File: config.mk
export PLATFORM = sky130hd
export DESIGN_NAME = cache_row_dispatch_flat
export DESIGN_NICKNAME = d
export VERILOG_FILES = /design/src/rtl/cache_row_dispatch_if.sv /design/src/rtl/cache_row_dispatch.sv /design/src/flat_wrapper.sv
export SDC_FILE = /design/constraint.sdc
export NUM_CORES = 1
export LEC_CHECK = 0
export ABC_AREA = 1
export BUFFER_PORTS_ARGS = -buffer_cell sky130_fd_sc_hd__buf_2
export CAP_MARGIN = 20
export CORE_AREA = 2 2 136 138
export CTS_CLUSTER_SIZE = 20
export DETAILED_ROUTE_END_ITERATION = 12
export DIE_AREA = 0 0 138 140
export PLACE_DENSITY = 0.69
export SYNTH_ARGS = -nofsm -noshare
export SYNTH_HDL_FRONTEND = slang
export SYNTH_SLANG_ARGS = --single-unit
export TNS_END_PERCENT = 1
File: constraint.sdc
create_clock -name clk -period 1.37 [get_ports clk]
set_clock_uncertainty 0.15 [all_clocks]
set_input_delay 0.137 -clock clk [delete_from_list [all_inputs] [get_ports clk]]
set_output_delay 0.137 -clock clk [all_outputs]
set_load 0.01 [all_outputs]
File: src/rtl/cache_row_dispatch_if.sv
// Signal bundle between one block cache, its row dispatcher and the two PE row consumers.
// "master" is the dispatcher side; "slave" is the cache plus consumer side.
interface cache_row_dispatch_if #(
    parameter int CACHE_WIDTH = 162,
    parameter int ROW_BITS    = 80,
    parameter int ROW_W       = 4
);
    logic                   empty;
    logic [CACHE_WIDTH-1:0] cache_data;
    logic                   read_req;

    logic [ROW_BITS-1:0]    row_a_data;
    logic                   row_a_valid;
    logic                   row_a_ready;
    logic                   row_a_help;
    logic [ROW_W-1:0]       row_a_idx;
    logic                   row_a_last;

    logic [ROW_BITS-1:0]    row_b_data;
    logic                   row_b_valid;
    logic                   row_b_ready;
    logic                   row_b_help;
    logic [ROW_W-1:0]       row_b_idx;
    logic                   row_b_last;

    logic                   block_done;
    logic                   help_err;

    modport master (
        input  empty, cache_data, row_a_ready, row_b_ready,
        output read_req,
        output row_a_data, row_a_valid, row_a_help, row_a_idx, row_a_last,
        output row_b_data, row_b_valid, row_b_help, row_b_idx, row_b_last,
        output block_done, help_err
    );

    modport slave (
        output empty, cache_data, row_a_ready, row_b_ready,
        input  read_req,
        input  row_a_data, row_a_valid, row_a_help, row_a_idx, row_a_last,
        input  row_b_data, row_b_valid, row_b_help, row_b_idx, row_b_last,
        input  block_done, help_err
    );
endinterface

File: src/rtl/cache_row_dispatch.sv
// Pops 162-bit block-cache words and splits each into two independently drained
// 80-bit row lanes (A = block 0/1, B = block 2/3) with row index, last-row and help tags.
module cache_row_dispatch #(
    parameter int DATA_WIDTH   = 8,
    parameter int BLOCK_WIDTH  = 10,
    parameter int BLOCK_HEIGTH = 10,
    parameter int CACHE_WIDTH  = 2 + 2*DATA_WIDTH*BLOCK_WIDTH,
    parameter int ROW_W        = $clog2(BLOCK_HEIGTH)
) (
    input  logic                clk,
    input  logic                rst,
    input  logic                clk_en,
    cache_row_dispatch_if.master bus
);
    localparam int               ROW_BITS = DATA_WIDTH*BLOCK_WIDTH;
    localparam logic [ROW_W-1:0] LAST_ROW = ROW_W'(BLOCK_HEIGTH-1);

    typedef enum logic [1:0] {
        IDLE = 2'd0,
        WAIT = 2'd1,
        HOLD = 2'd2
    } state_t;

    state_t              state_reg, state_next;
    logic                read_req_next;
    logic                capture;
    logic [ROW_W-1:0]    row_cnt_reg;
    logic [ROW_W-1:0]    idx_reg;
    logic [1:0]          ref_help_reg;
    logic                help_err_reg;
    logic [1:0]          word_help;

    // Per-lane views; bit 0 / element 0 is lane A, bit 1 / element 1 is lane B.
    logic [1:0]          lane_ready;
    logic [1:0]          lane_valid;
    logic [1:0]          lane_help;
    logic [1:0]          lane_hs;
    logic [1:0]          lane_free;
    logic [ROW_BITS-1:0] lane_data [2];

    // The word is only on cache_data during WAIT; a frozen clock enable delays the capture.
    assign capture    = clk_en && (state_reg == WAIT);
    assign lane_ready = {bus.row_b_ready, bus.row_a_ready};
    // {help A, help B}
    assign word_help  = bus.cache_data[CACHE_WIDTH-1 -: 2];

    genvar gi;
    generate
        for (gi = 0; gi < 2; gi++) begin : g_lane
            logic                valid_reg;
            logic                help_reg;
            logic [ROW_BITS-1:0] data_reg;

            // Lane register: load on capture, drop valid on handshake, otherwise hold.
            always_ff @(posedge clk) begin
                if (rst) begin
                    valid_reg <= 1'b0;
                    help_reg  <= 1'b0;
                    data_reg  <= '0;
                end else if (capture) begin
                    valid_reg <= 1'b1;
                    help_reg  <= bus.cache_data[CACHE_WIDTH-1-gi];
                    data_reg  <= bus.cache_data[ROW_BITS*(2-gi)-1 -: ROW_BITS];
                end else if (lane_hs[gi]) begin
                    valid_reg <= 1'b0;
                end
            end

            assign lane_valid[gi] = valid_reg;
            assign lane_help[gi]  = help_reg;
            assign lane_data[gi]  = data_reg;
            assign lane_hs[gi]    = clk_en && valid_reg && lane_ready[gi];
            assign lane_free[gi]  = !valid_reg || lane_hs[gi];
        end
    endgenerate

    // State register.
    always_ff @(posedge clk) begin
        if (rst) begin
            state_reg <= IDLE;
        end else begin
            state_reg <= state_next;
        end
    end

    // Next state and pop request; nothing moves while the clock enable is low.
    always_comb begin
        state_next    = state_reg;
        read_req_next = 1'b0;
        if (clk_en) begin
            case (state_reg)
                IDLE: begin
                    if (!bus.empty) begin
                        read_req_next = 1'b1;
                        state_next    = WAIT;
                    end
                end
                WAIT: begin
                    state_next = HOLD;
                end
                HOLD: begin
                    if (&lane_free) begin
                        if (!bus.empty) begin
                            read_req_next = 1'b1;
                            state_next    = WAIT;
                        end else begin
                            state_next = IDLE;
                        end
                    end
                end
                default: begin
                    state_next = IDLE;
                end
            endcase
        end
    end

    // Row counter, presented index and help consistency tracking within a block.
    always_ff @(posedge clk) begin
        if (rst) begin
            row_cnt_reg  <= '0;
            idx_reg      <= '0;
            ref_help_reg <= 2'b00;
            help_err_reg <= 1'b0;
        end else if (capture) begin
            idx_reg     <= row_cnt_reg;
            row_cnt_reg <= (row_cnt_reg == LAST_ROW) ? '0 : row_cnt_reg + 1'b1;
            if (row_cnt_reg == '0) begin
                ref_help_reg <= word_help;
            end else if (word_help != ref_help_reg) begin
                help_err_reg <= 1'b1;
            end
        end
    end

    assign bus.read_req    = read_req_next;

    assign bus.row_a_data  = lane_data[0];
    assign bus.row_a_valid = lane_valid[0];
    assign bus.row_a_help  = lane_help[0];
    assign bus.row_a_idx   = idx_reg;
    assign bus.row_a_last  = (idx_reg == LAST_ROW);

    assign bus.row_b_data  = lane_data[1];
    assign bus.row_b_valid = lane_valid[1];
    assign bus.row_b_help  = lane_help[1];
    assign bus.row_b_idx   = idx_reg;
    assign bus.row_b_last  = (idx_reg == LAST_ROW);

    // Both lanes of one word carry the same index, so the block ends when the final
    // outstanding last-row lane handshakes.
    assign bus.block_done  = (state_reg == HOLD) && (idx_reg == LAST_ROW) &&
                             (&lane_free) && (|lane_hs);
    assign bus.help_err    = help_err_reg;
endmodule
File: src/flat_wrapper.sv
// flat-port wrapper written by rule: the top's interface ports become plain ports
module cache_row_dispatch_flat 
#(
    parameter int DATA_WIDTH   = 8,
    parameter int BLOCK_WIDTH  = 10,
    parameter int BLOCK_HEIGTH = 10,
    parameter int CACHE_WIDTH  = 2 + 2*DATA_WIDTH*BLOCK_WIDTH,
    parameter int ROW_W        = $clog2(BLOCK_HEIGTH)
)
  (clk, rst, clk_en, bus_empty, bus_cache_data, bus_row_a_ready, bus_row_b_ready, bus_read_req, bus_row_a_data, bus_row_a_valid, bus_row_a_help, bus_row_a_idx, bus_row_a_last, bus_row_b_data, bus_row_b_valid, bus_row_b_help, bus_row_b_idx, bus_row_b_last, bus_block_done, bus_help_err);
  cache_row_dispatch_if #(.CACHE_WIDTH(CACHE_WIDTH), .ROW_W(ROW_W)) bus_i ();
  input  logic clk;
  input  logic rst;
  input  logic clk_en;
  input wire logic [$bits(bus_i.empty)-1:0] bus_empty;
  input wire logic [$bits(bus_i.cache_data)-1:0] bus_cache_data;
  input wire logic [$bits(bus_i.row_a_ready)-1:0] bus_row_a_ready;
  input wire logic [$bits(bus_i.row_b_ready)-1:0] bus_row_b_ready;
  output wire logic [$bits(bus_i.read_req)-1:0] bus_read_req;
  output wire logic [$bits(bus_i.row_a_data)-1:0] bus_row_a_data;
  output wire logic [$bits(bus_i.row_a_valid)-1:0] bus_row_a_valid;
  output wire logic [$bits(bus_i.row_a_help)-1:0] bus_row_a_help;
  output wire logic [$bits(bus_i.row_a_idx)-1:0] bus_row_a_idx;
  output wire logic [$bits(bus_i.row_a_last)-1:0] bus_row_a_last;
  output wire logic [$bits(bus_i.row_b_data)-1:0] bus_row_b_data;
  output wire logic [$bits(bus_i.row_b_valid)-1:0] bus_row_b_valid;
  output wire logic [$bits(bus_i.row_b_help)-1:0] bus_row_b_help;
  output wire logic [$bits(bus_i.row_b_idx)-1:0] bus_row_b_idx;
  output wire logic [$bits(bus_i.row_b_last)-1:0] bus_row_b_last;
  output wire logic [$bits(bus_i.block_done)-1:0] bus_block_done;
  output wire logic [$bits(bus_i.help_err)-1:0] bus_help_err;
  assign bus_i.empty = bus_empty;
  assign bus_i.cache_data = bus_cache_data;
  assign bus_i.row_a_ready = bus_row_a_ready;
  assign bus_i.row_b_ready = bus_row_b_ready;
  assign bus_read_req = bus_i.read_req;
  assign bus_row_a_data = bus_i.row_a_data;
  assign bus_row_a_valid = bus_i.row_a_valid;
  assign bus_row_a_help = bus_i.row_a_help;
  assign bus_row_a_idx = bus_i.row_a_idx;
  assign bus_row_a_last = bus_i.row_a_last;
  assign bus_row_b_data = bus_i.row_b_data;
  assign bus_row_b_valid = bus_i.row_b_valid;
  assign bus_row_b_help = bus_i.row_b_help;
  assign bus_row_b_idx = bus_i.row_b_idx;
  assign bus_row_b_last = bus_i.row_b_last;
  assign bus_block_done = bus_i.block_done;
  assign bus_help_err = bus_i.help_err;
  cache_row_dispatch #(.DATA_WIDTH(DATA_WIDTH), .BLOCK_WIDTH(BLOCK_WIDTH), .BLOCK_HEIGTH(BLOCK_HEIGTH), .CACHE_WIDTH(CACHE_WIDTH), .ROW_W(ROW_W)) u_core (.clk(clk), .rst(rst), .clk_en(clk_en), .bus(bus_i));
endmodule
==> run summary, run 1 <==
Vias per Instance -> 4.83
CP Class -> reg -> out
Max stage delay on crit path -> 0.34 ns
Post-Place Cells -> 1363
Share of the synthesized area in the top cell type -> 56.9%
FP Rows -> 49
First-pass GRT wire length -> 36.9 mm
CTS clk-pin slew, worst paths -> 0.07 ns
Reg2reg path depth -> 6
WP data arrival -> 1.42 ns
Later-pin clock latency in the skew report -> 0.42 ns
Root Buffer Master -> clkbuf_16
Critical Path Source Type -> flip-flop
Tightest Pin Transition -> 0.297 ns
Storage element area -> 3550 um^2
Die area -> 19300 um^2
Vias -> 7538
Placer Congestion -> 0.831
Final Setup Violations -> 95
TritonRoute pass-1 iters -> 5
Final cycle utilization of the critical path -> 125%
M1 WL -> 9.07 mm
Crit path time final -> 1.71 ns
Deepest clock path buffer count -> 2
CTS tree -> yes
Final Max Slew Viols -> 0
Pin count of the biggest net entering global routing -> 35
# IOs -> 345
Die W -> 138 um
CTS Buf Count -> 17
Nets -> 1488
P&R area growth vs syn -> 79.8%
Multi-input logic area -> 2640 um^2
Post-DP HPWL -> 14.2 mm
Synth warnings -> 0
Ant diodes -> 0
Upper clock frequency limit -> 585 MHz
Failing checks -> negative hold slack, negative setup slack
Worst r2r src -> u_core.state_reg[0]
HP Class -> in -> reg
Number of global-route vias before repair -> 7614
Fillers -> 1330
Crit-path slowest cell -> dfxtp_2
Synth area leaders -> dfxtp_1 (57%), nand2_1 (21%), a21oi_1 (14%)
Power Density -> 1080 nW/um^2
CTS sink cnt -> 177
Reg2reg setup slack -> -0.08 ns
Initial Utilization -> 35.0%
Met3 wire len -> 2.04 mm
Critical Path RT -> 1.08 ns
Routed Antenna Nets -> 0
GR Overflow Total -> 0
Synth Instances -> 796
Cells along the critical path -> inv_2, buf_6, a31oi_2, nand3_2, inv_2, buf_6
Max layer used -> met4
Hold Slack -> -0.0342 ns
Wire per inst -> 15.4 um
Final core utilization -> 62.9%
Hold path depth -> 4
Crit path launch -> u_core.state_reg[1]
Final Hold Violating Endpoints -> 1
Core region area -> 17800 um^2
Setup repair after global routing missed its margin -> yes
Die height -> 140 um
Worst setup endpoint -> bus_read_req
DRT iter0 DRCs -> 316
Critical path's top delay family -> flip-flops
Reg2reg end -> u_core.bus.row_a_data[70]
Placement-stage worst setup slack -> -0.0451 ns
Unique cell type count in the Yosys netlist -> 19
Sequential share of the synthesized area -> 56.9%
Htree depth -> 4
Slew HR -> 80.1%
CP bufs+invs -> 4
CP endpoint kind -> output port
Status -> finished, violations left
Post-CTS Hold Buffers -> 163
Syn_nets -> 964
CP Max Fanout -> 2
Initial antenna violation count -> 0
Share of cells above drive strength 1 -> 39.8%
Final worst slack -> -0.338 ns
Yosys top cell by area -> dfxtp_1
IO buf count -> 344
Met2 wire len -> 12.3 mm
Post-route setup TNS -> -3.45 ns
Max-cap violations -> 0
Syn Area/Cell -> 7.82 um^2
Residual DRC -> 0
Register bit total from synthesis -> 177
Cell Count, Final, Fillers Out -> 1562
Detailed Route WL -> 24.1 mm
Netlist Area Pre-Place -> 6220 um^2
VDD IR max -> 0.858 mV
CP Depth -> 6
GRT Total Usage -> 23.2%
Leak Pwr -> 4.93 nW
## placed cells by master (no fill, tap or decap), types with 2 or more instances in the layout
cell,n
dlygate4sd3_1,163
nor3_1,2
dfxtp_2,6
inv_1,9
clkinvlp_4,2
inv_2,2
a21oi_2,64
nand3_2,3
nand3_1,2
clkbuf_16,17
buf_12,14
a21oi_1,110
buf_2,340
clkbuf_8,3
nor2_1,5
dfxtp_1,170
inv_6,3
buf_4,31
clkinv_4,5
o21ai_0,6
nand2_1,330
buf_6,17
nand2_2,12
## cell usage after synthesis, drive strengths merged
cell and count:
nand4 1, or2 1, nand3 6, buf 37, a211oi 1, clkbuf 24, a21oi 174, o21ai 7
xnor2 1, nand2 342, nor2 7, dfxtp 177, a31oi 2, nor3 3, inv 12, o32ai 1
## tightest hold or removal path, delay by kind of cell
family / cells / cell delay [ns]
AND/OR/NAND/NOR: 2 / 0.20
buffers and inverters: 1 / 0.09
AO/OA/AOI/OAI: 1 / 0.07
## how the worst min path moves through the flow
stage	start	endpoint	slack, ns
after floorplan	bus_cache_data[100]	u_core.bus.row_a_data[20]	0.13
after global placement	bus_cache_data[95]	u_core.bus.row_a_data[15]	0.23
after detailed placement	bus_cache_data[78]	u_core.bus.row_b_data[78]	0.24
after CTS	bus_row_b_ready	u_core.bus.row_b_valid	-0.11
after global routing	bus_row_b_ready	u_core.bus.row_b_valid	-0.05
final	bus_row_b_ready	u_core.bus.row_b_valid	-0.03
## layout make-up
| class | instances | area share (%) |
|---|---|---|
| multi-input combinational | 546 | 23.6 |
| tap | 229 | 2.56 |
| clock buffer | 20 | 4.17 |
| sequential | 177 | 31.8 |
| timing repair buffer | 566 | 36.3 |
| clock inverter | 12 | 1.10 |
| inverter | 12 | 0.447 |
## stage by stage
step	total power, mW	area [um^2]
3_3_place_gp	6.82	8540
4_1_cts	12.1	10900
3_5_place_dp	6.84	8540
2_1_floorplan	6.13	6230
5_1_grt	12.6	11200
6_report	12.1	11200
## cell families after synthesis
logic type / Yosys count / share of synthesized area, %
xor+xnor: 1 / 0.141
flops: 177 / 56.9
simple gates: 360 / 22.0
buf+inv: 73 / 5.93
compound gates: 185 / 15.0
## power breakdown
group          switching (mW)  total, mW  internal (mW)
Sequential              0.112       5.45           5.34
Combinational           0.869       1.83          0.957
Clock                    2.16       4.85           2.69
Total                    3.14       12.1           8.98
## metal layers
layer / track usage, % / vias up
li1: - / 3597
met2: 41.5 / 403
met3: 7.86 / 56
met5: 0 / -
met4: 10.0 / 0
met1: 25.1 / 3482
## repair_timing
action / in CTS / in global routing
setup buffers: 3 / 1
setup endpoints to repair: 84 / 168
resized for setup: 24 / 90
cloned: 0 / 0
pin swaps: 3 / 29
hold endpoints to repair: 170 / 1
Note: power is estimated with default switching activity, not from simulation.
==> run 2: changes to the inputs <==
CTS_CLUSTER_DIAMETER = 100   (was default)
clock period = 1.4 ns   (was 1.37 ns; I/O delays follow)
==> run summary, run 2 (synthesized netlist as in run 1, its figures left out) <==
Pin count of the biggest net entering global routing -> 65
Power Density -> 1080 nW/um^2
P&R area growth vs syn -> 75.9%
Crit path time final -> 1.78 ns
Placer Congestion -> 0.805
Switching Share -> 25.5%
Die area -> 19300 um^2
Setup repair after global routing missed its margin -> yes
Initial Utilization -> 35.0%
TritonRoute pass-1 iters -> 4
HP Class -> in -> reg
Residual DRC -> 0
GRT Total Usage -> 22.7%
Reg2reg path depth -> 10
Critical Path RT -> 1.61 ns
WP data arrival -> 1.98 ns
Worst setup endpoint -> u_core.bus.row_a_valid
FP Rows -> 49
Final cycle utilization of the critical path -> 127%
Met2 wire len -> 11.6 mm
Die height -> 140 um
Max-cap violations -> 0
Reg2reg end -> u_core.bus.row_a_valid
Power Internal -> 8.84 mW
CTS clk-pin slew, worst paths -> 0.07 ns
Final core utilization -> 61.6%
Fillers -> 1417
Most frequent cells in the layout -> buf_2 (340), nand2_1 (336), dfxtp_1 (169), dlygate4sd3_1 (163), a21oi_1 (147)
Wire per inst -> 15.1 um
Vias per Instance -> 4.79
Slew HR -> 76.7%
Max layer used -> met4
Met3 wire len -> 1.79 mm
Later-pin clock latency in the skew report -> 0.42 ns
Commonest non-fill, non-tap cell in the layout -> buf_2
Placed inst area -> 8280 um^2
Detailed Route WL -> 23.4 mm
Final Max Slew Viols -> 0
Final Hold Violating Endpoints -> 0
VDD IR max -> 0.778 mV
Sw Pwr -> 3.02 mW
CTS tree -> yes
Root Buffer Master -> clkbuf_16
Upper clock frequency limit -> 563 MHz
DRT iter0 DRCs -> 328
CP Max Fanout -> 2
Die W -> 138 um
Share of cells above drive strength 1 -> 36.2%
Core region area -> 17800 um^2
# IOs -> 345
M1 WL -> 9.30 mm
Crit path launch -> u_core.bus.row_a_valid
GR Overflow Total -> 0
Final worst slack -> -0.377 ns
Number of global-route vias before repair -> 7211
Nets -> 1478
Critical Path Source Type -> flip-flop
Routed Antenna Nets -> 0
Worst r2r src -> u_core.bus.row_a_valid
Leak Pwr -> 4.87 nW
Reg2reg setup slack -> -0.38 ns
Vias -> 7437
CP Class -> reg -> reg
CTS Buf Count -> 17
Failing checks -> negative setup slack
Flop pwr share -> 44.9%
Tightest Pin Transition -> 0.350 ns
Post-Layout Inst Area -> 10900 um^2
Htree depth -> 4
Deepest clock path buffer count -> 2
Post-DP HPWL -> 13.4 mm
CP endpoint kind -> flip-flop
First-pass GRT wire length -> 36.2 mm
Combinational fraction of design power -> 14.6%
Ant diodes -> 0
Final Setup Violations -> 140
Initial antenna violation count -> 0
Status -> finished, violations left
IO buf count -> 344
CTS sink cnt -> 177
Clock share of power -> 40.5%
## run 2: critical path, cell delays in order (launching register included)
cell	delay [ns]
dfxtp_2	0.36
buf_6	0.12
nand2_2	0.06
buf_4	0.13
buf_4	0.13
buf_4	0.12
buf_4	0.13
buf_4	0.13
buf_4	0.13
buf_4	0.13
a21oi_2	0.12
## run 2: how the worst min path moves through the flow
stage / start / end / slack [ns] / depth (start not counted)
global route: clk_en / u_core.bus.row_a_idx[2] / 0.16 / 4
global placement: bus_cache_data[60] / u_core.bus.row_b_data[60] / 0.24 / 3
detailed placement: bus_cache_data[65] / u_core.bus.row_b_data[65] / 0.24 / 3
finish: bus_empty / u_core.state_reg[0] / 0.15 / 5
floorplan: bus_cache_data[100] / u_core.bus.row_a_data[20] / 0.13 / 2
CTS: bus_empty / u_core.state_reg[1] / 0.009 / 5
## run 2: power groups by stage
stage                     combinational (mW)  sequential (mW)  clock, mW
after global routing                    1.85             5.35       5.13
after CTS                               1.61             5.32       4.93
after detailed placement                1.19             5.43          0
after floorplan                        0.480             5.52          0
final                                   1.73             5.33       4.81
after global placement                  1.18             5.43          0
## run 2: through the flow
step                power, mW  cells  setup TNS [ns]  hold slack (ns)  setup slack (ns)
floorplan                6.00    796               0            0.133           0.00542
global placement         6.61   1333               0            0.238            0.0177
detailed placement       6.62   1333         -0.0984            0.244           -0.0334
CTS                      11.9   1547           -1.61          0.00908            -0.318
global route             12.3   1551          -20.62            0.160            -0.387
finish                   11.9   1551           -6.50            0.148            -0.377
## run 2: repair_timing
item	4_1_cts	5_1_grt
pin swaps	5	7
resized for setup	20	54
endpoints found under the setup margin	26	167
hold endpoints to repair	168	0
buffers inserted	20	4
hold buffers	163	0
## run 2: layout make-up
class,instances,area [um^2],area share (%)
Clock inverter,12,149,1.36
Multi-Input combinational cell,546,2520,23.1
Clock buffer,19,443,4.05
Inverter,12,52.6,0.480
Sequential cell,177,3560,32.5
Timing Repair Buffer,556,3940,35.9
Tap cell,229,287,2.62
## run 2: layer usage
metal	vias to the layer above	GRT usage (%)
li1	3580	-
met1	3437	26.1
met2	369	39.5
met3	51	7.21
met4	0	8.86
met5	-	0
